[src/rtl/cpu_pkg.sv]
// Shared CPU definitions: pc_sel codes (common with the decoder) and the sequencer state encoding.
// SEQ_SINGLE_STEP_EN adds the PAUSE state used for single-step operation.
package cpu_pkg;

    localparam logic [2:0] PCSEL_INC = 3'd0;
    localparam logic [2:0] PCSEL_JMP = 3'd1;
    localparam logic [2:0] PCSEL_JE  = 3'd2;
    localparam logic [2:0] PCSEL_JNE = 3'd3;
    localparam logic [2:0] PCSEL_HLT = 3'd4;

    typedef enum logic [2:0] {
        S_IDLE   = 3'd0,
        S_FETCH  = 3'd1,
        S_DECODE = 3'd2,
        S_EXEC   = 3'd3,
        S_WB     = 3'd4,
        S_HALT   = 3'd5,
        S_FAULT  = 3'd6
`ifdef SEQ_SINGLE_STEP_EN
        , S_PAUSE = 3'd7
`endif
    } seq_state_t;

    // True when the PC loads the jump target; codes 101..111 fall through as INC.
    function automatic logic take_jump(input logic [2:0] sel, input logic flag);
        case (sel)
            PCSEL_INC: take_jump = 1'b0;
            PCSEL_JMP: take_jump = 1'b1;
            PCSEL_JE:  take_jump = flag;
            PCSEL_JNE: take_jump = ~flag;
            default:   take_jump = 1'b0;
        endcase
    endfunction

endpackage

[src/rtl/fetch_watchdog.sv]
// Counts ack-less FETCH cycles; expire fires on the ack-less cycle that would bring the count to MAX_WAIT.
module fetch_watchdog #(
    parameter int MAX_WAIT = 15,
    localparam int CNT_W = $clog2(MAX_WAIT + 1)
) (
    input  logic clk,
    input  logic rst,
    input  logic clear,
    input  logic en,
    output logic expire
);

    logic [CNT_W-1:0] count_q;
    logic [CNT_W-1:0] count_d;

    always_comb begin
        count_d = count_q;
        if (clear) begin
            count_d = '0;
        end else if (en) begin
            count_d = count_q + CNT_W'(1);
        end
    end

    always_ff @(posedge clk) begin
        if (rst) begin
            count_q <= '0;
        end else begin
            count_q <= count_d;
        end
    end

    assign expire = en && (count_q == CNT_W'(MAX_WAIT - 1));

endmodule

[src/rtl/cpu_sequencer.sv]
// Multi-cycle control FSM of the 16-bit CPU: owns PC, compare flag and instruction register.
// Build option SEQ_SINGLE_STEP_EN adds the step input; each retire then waits in PAUSE for a step pulse.
module cpu_sequencer
    import cpu_pkg::*;
#(
    parameter int              PC_W     = 16,
    parameter logic [PC_W-1:0] RESET_PC = '0,
    parameter int              MAX_WAIT = 15
) (
    input  logic            clk,
    input  logic            rst,
    input  logic            start,
`ifdef SEQ_SINGLE_STEP_EN
    input  logic            step,
`endif
    output logic            imem_req,
    output logic [PC_W-1:0] imem_addr,
    input  logic            imem_ack,
    input  logic [15:0]     imem_rdata,
    output logic [15:0]     instr,
    input  logic [2:0]      pc_sel,
    input  logic [15:0]     jump_target,
    input  logic            cmp_write,
    input  logic            alu_eq,
    input  logic            dec_reg_w_en,
    input  logic            dec_mem_w_en,
    output logic            reg_w_en,
    output logic            mem_w_en,
    output logic [PC_W-1:0] pc,
    output logic            cmp_flag,
    output logic            retire,
    output logic            halted,
    output logic            fault,
    output logic [2:0]      state_dbg
);

    // imem handshake: imem_req rises on FETCH entry and holds until the cycle imem_ack=1;
    // imem_rdata is taken in that same cycle and imem_req is low from the next cycle on.

    seq_state_t      state_q, state_d;
    logic [PC_W-1:0] pc_q, pc_d;
    logic [15:0]     instr_q, instr_d;
    logic            cmp_flag_q, cmp_flag_d;
    logic [2:0]      sel_q, sel_d;
    logic [PC_W-1:0] tgt_q, tgt_d;
    logic            reg_w_en_q, reg_w_en_d;
    logic            mem_w_en_q, mem_w_en_d;
    logic            retire_q, retire_d;
    logic            imem_req_q, imem_req_d;
    logic            halted_q, halted_d;
    logic            fault_q, fault_d;

    logic wd_clear;
    logic wd_en;
    logic wd_expire;

    assign wd_clear = (state_q != S_FETCH);
    assign wd_en    = (state_q == S_FETCH) && !imem_ack;

    fetch_watchdog #(
        .MAX_WAIT(MAX_WAIT)
    ) u_fetch_watchdog (
        .clk    (clk),
        .rst    (rst),
        .clear  (wd_clear),
        .en     (wd_en),
        .expire (wd_expire)
    );

    always_comb begin
        state_d    = state_q;
        pc_d       = pc_q;
        instr_d    = instr_q;
        cmp_flag_d = cmp_flag_q;
        sel_d      = sel_q;
        tgt_d      = tgt_q;
        reg_w_en_d = 1'b0;
        mem_w_en_d = 1'b0;
        retire_d   = 1'b0;
        case (state_q)
            S_IDLE: begin
                if (start) begin
                    state_d = S_FETCH;
                end
            end
            S_FETCH: begin
                if (imem_ack) begin
                    instr_d = imem_rdata;
                    state_d = S_DECODE;
                end else if (wd_expire) begin
                    state_d = S_FAULT;
                end
            end
            S_DECODE: begin
                state_d = (pc_sel == PCSEL_HLT) ? S_HALT : S_EXEC;
            end
            S_EXEC: begin
                // Strobes and retire are registered here so they appear exactly in the WB cycle.
                sel_d      = pc_sel;
                tgt_d      = PC_W'(jump_target);
                reg_w_en_d = dec_reg_w_en;
                mem_w_en_d = dec_mem_w_en;
                retire_d   = 1'b1;
                state_d    = S_WB;
            end
            S_WB: begin
                if (cmp_write) begin
                    cmp_flag_d = alu_eq;
                end
                pc_d = take_jump(sel_q, cmp_flag_q) ? tgt_q : pc_q + PC_W'(1);
`ifdef SEQ_SINGLE_STEP_EN
                state_d = S_PAUSE;
`else
                state_d = S_FETCH;
`endif
            end
`ifdef SEQ_SINGLE_STEP_EN
            S_PAUSE: begin
                if (step) begin
                    state_d = S_FETCH;
                end
            end
`endif
            S_HALT:  state_d = S_HALT;
            S_FAULT: state_d = S_FAULT;
            default: state_d = S_IDLE;
        endcase
        imem_req_d = (state_d == S_FETCH);
        halted_d   = (state_d == S_HALT);
        fault_d    = (state_d == S_FAULT);
    end

    always_ff @(posedge clk) begin
        if (rst) begin
            state_q    <= S_IDLE;
            pc_q       <= RESET_PC;
            instr_q    <= '0;
            cmp_flag_q <= 1'b0;
            sel_q      <= PCSEL_INC;
            tgt_q      <= '0;
            reg_w_en_q <= 1'b0;
            mem_w_en_q <= 1'b0;
            retire_q   <= 1'b0;
            imem_req_q <= 1'b0;
            halted_q   <= 1'b0;
            fault_q    <= 1'b0;
        end else begin
            state_q    <= state_d;
            pc_q       <= pc_d;
            instr_q    <= instr_d;
            cmp_flag_q <= cmp_flag_d;
            sel_q      <= sel_d;
            tgt_q      <= tgt_d;
            reg_w_en_q <= reg_w_en_d;
            mem_w_en_q <= mem_w_en_d;
            retire_q   <= retire_d;
            imem_req_q <= imem_req_d;
            halted_q   <= halted_d;
            fault_q    <= fault_d;
        end
    end

    assign imem_req  = imem_req_q;
    assign imem_addr = pc_q;
    assign instr     = instr_q;
    assign reg_w_en  = reg_w_en_q;
    assign mem_w_en  = mem_w_en_q;
    assign pc        = pc_q;
    assign cmp_flag  = cmp_flag_q;
    assign retire    = retire_q;
    assign halted    = halted_q;
    assign fault     = fault_q;
    assign state_dbg = state_q;

endmodule

[config.mk]
export PLATFORM = sky130hd
export DESIGN_NAME = cpu_sequencer
export DESIGN_NICKNAME = d
export VERILOG_FILES = /design/src/rtl/cpu_pkg.sv /design/src/rtl/fetch_watchdog.sv /design/src/rtl/cpu_sequencer.sv
export SDC_FILE = /design/constraint.sdc
export NUM_CORES = 1
export LEC_CHECK = 0
export CORE_ASPECT_RATIO = 0.8
export CORE_MARGIN = 2
export CORE_UTILIZATION = 45
export DETAILED_ROUTE_END_ITERATION = 16
export PLACE_DENSITY = 0.89
export SETUP_SLACK_MARGIN = 0.5
export SYNTH_ARGS = -nofsm -noshare
export SYNTH_HDL_FRONTEND = slang
export SYNTH_SLANG_ARGS = --single-unit
export TNS_END_PERCENT = 10
[constraint.sdc]
create_clock -name clk -period 2.1 [get_ports clk]
set_input_delay 0.42 -clock clk [delete_from_list [all_inputs] [get_ports clk]]
set_output_delay 0.42 -clock clk [all_outputs]
set_load 0.01 [all_outputs]
==> out/metrics.csv <==
metric,value,unit
run status,completed,
Initial DRT Pass Iterations,5,
initial core utilization,47.18,%
CTS tree,done,
length in cells of the worst reg-to-reg path,4,
worst reg2reg setup slack,0.31,ns
DR WL/cell,14.77,um
post-synthesis xor/xnor area fraction,0.8603,%
# diodes,0,
VDD IR max,592.1,uV
clock-pin slew of the registers on the worst-case setup and hold paths,0.08,ns
Worst Setup Start Kind,flop,
DP Cell Count,549,
"Avg Cell Area, Syn",7.872,sq um
FILL cells,521,
R2R Path Start,imem_addr[7],
post-route ant nets,0,
vias in the first global route,2970,
largest fanout on the critical path,7,
Achievable Freq,558.0,MHz
adder-cell share of the synthesized area,1.229,%
clock period minus worst slack,1.792,ns
most numerous cell in the Yosys netlist,nand2_1,
clk sinks,65,
"area leader, netlist",dfxtp_1,
"top cells by count, synth","nand2_1 (85), dfxtp_1 (65), a21oi_1 (43)",
Synth top area share,42.61,%
main combinational cell family by area after synthesis,simple AND/OR/NAND/NOR gates,
Finish-stage setup viols,0,
num ports,101,
Gate Count Post-Synth,388,
share of cells above drive strength 1,15.26,%
simple-gate share of the synthesized area,25.03,%
Area Overhead vs Synth,44.98,%
1st-iter DRT viols,324,
final WL,8404,um
final slew viol count,0,
min-delay src,instr[11],
Die Height,77.69,um
Setup TNS,0,ns
CP Data Arrival Time,2.06,ns
Buffers on Ports,100,
Final Hold Viols,0,
Post-synth EDFFs,0,
RSZ-0062 raised after global routing,yes,
Synth async-reset ratio,0,%
sequential fraction of design power,46.3,%
Die Wd,96.11,um
syn_nets,434,
worst r2r dst,imem_addr[12],
first-pass GRT wire length,13630,um
Pleak,1.524,nW
Crit path required time,2.37,ns
fin util,68.40,%
gr usage total,22.94,%
Placed Area,4130,sq um
min-delay worst type,flop to flop,
"Seq/Total Area, Yosys",42.61,%
Clock Power Share,41.5,%
Residual DRC,0,
Layout Nets,526,
mux share of post-synthesis cell area,1.024,%
Num CTS Buffers,9,
yosys synthesis warning count,0,
dominant synthesized flop cell,dfxtp_1,
Finished Layout Cells,569,
Area contributors post-synth,"dfxtp_1 (43%), nand2_1 (10%), a21oi_1 (7.0%), buf_4 (3.9%), nor2_1 (2.7%)",
Min-Delay Path Depth,2,
DIE AREA,7466,sq um
synth unique cells,55,
Synth Area in Compound Gates,20.69,%
skew final,0.01203,ns
largest net degree at the start of global routing,30,
P per Cell Area,632.4,nW/um^2
CP Capture Type,flop,
Worst-Skew Late Latency,0.35,ns
Yosys reg bits,65,
Hold WS,0.4580,ns
Worst Tran Pin Value,0.4797,ns
CTS H-tree depth,3,
core area,6474,sq um
initial antenna violation count,0,
synthesized area,3054,sq um
GRT overflow,0,
Internal,2.128,mW
Psw,672.3,uW
Post-DP HPWL,6109,um
sw frac,24.01,%
Final Cycle Share,85.34,%
vias per cell,5.629,
CP Class,flop to flop,
"Design Area, Final",4428,sq um
Comb pwr share,12.2,%
Core Rows,26,
Slew HR,67.76,%
via count,3203,
Max Cap Viol,0,
WHS Endpoint,instr[11],
gp weighted congestion,0.8999,
Root Buffer,clkbuf_8,
Clock Tree Buf Depth,2,
cells in the final DEF, fill, tap and decap left out, types with 3 or more instances in the layout:
master,synthesis,routed
clkdlybuf4s50_1,0,92
nand2_1,85,83
dfxtp_1,65,49
a21oi_1,43,42
nor2_1,22,22
buf_4,16,20
inv_1,12,12
dfxtp_2,0,11
o21ai_0,10,10
a31oi_1,9,9
nand3_1,9,9
clkbuf_8,0,9
a211oi_1,8,8
nand4_1,6,6
nor3_1,5,5
dfxtp_4,0,5
dlygate4sd2_1,0,5
nor2b_1,4,4
nand2b_1,3,3
and2_1,3,3
o21a_1,3,3
nor4_1,4,3
or4_1,3,3
a2bb2oi_1,3,3
and3_1,3,3
a2111oi_0,5,3
critical path: stages (launching register included):
cell and delay, ns:
dfxtp_2 0.41, nand4_1 0.17, or4_1 0.55, or4_1 0.40, a31oi_1 0.19
layer usage:
layer	vias up	global-route usage, %	share of wire (%)	wire length [um]
met1	1501	27.71	40	3378
li1	1532	-	-	-
met3	20	8.641	9.7	813
met4	0	6.143	1.5	128
met5	-	0	0	0
met2	150	37.99	49	4083
state kept, by name (all words and copies together), names as in the netlist:
signal,count
fault,1
cmp_flag,1
imem_req,1
retire,1
sel_q,3
state_dbg,3
instr,16
reg_w_en,1
u_fetch_watchdog.count_q,4
tgt_q,16
halted,1
imem_addr,16
mem_w_en,1
final cells by class:
type                    instances  area [sq um]  area share [%]
well taps                      84         105.1           2.374
repair buffers                121          1165           26.31
clock inverters                 7         95.09           2.147
flip-flops and latches         65          1334           30.12
inverters                      12         45.04           1.017
clock buffers                   9         123.9           2.797
multi-input cells             271          1560           35.24
how the worst max path moves through the flow:
stage / from / to / depth (start not counted)
after detailed placement: sel_q[2] / imem_addr[14] / 5
after floorplan: state_dbg[1] / imem_addr[15] / 6
after CTS: imem_addr[12] / imem_addr[12] / 1
final: imem_addr[7] / imem_addr[12] / 4
after global placement: pc_sel[0] / imem_req / 5
after global routing: imem_addr[0] / imem_addr[12] / 5
power groups by stage:
| stage | Combinational (mW) | Sequential (mW) | Clock (mW) |
|---|---|---|---|
| after CTS | 0.341 | 1.30 | 1.19 |
| after detailed placement | 0.341 | 1.33 | 0 |
| after global placement | 0.335 | 1.32 | 0 |
| final | 0.341 | 1.30 | 1.16 |
| after global routing | 0.373 | 1.30 | 1.24 |
| after floorplan | 0.140 | 1.34 | 0 |
cells by family after synthesis:
family                     count (synthesis)
adders and majority gates                  3
buffers and inverters                     52
muxes                                      3
DFF                                       65
xor gates and xnor gates                   3
AOI/OAI and AO/OA                         99
and+or+nand+nor                          163
repair_timing:
action                                  in CTS  in global routing
gates resized for setup                      9                 16
hold buffers                                 0                  0
pin swaps                                    0                  2
cloned                                       0                  0
endpoints found under the setup margin      70                 72
setup buffers                                0                  4
metrics by stage:
stage | total power, mW | setup WS (ns)
after floorplan | 1.479 | 0.4631
after global placement | 1.660 | 0.3164
after detailed placement | 1.669 | 0.2427
after CTS | 2.826 | 0.2985
after global routing | 2.918 | 0.2613
final | 2.800 | 0.3078
Power figures use the tool's default switching activity.
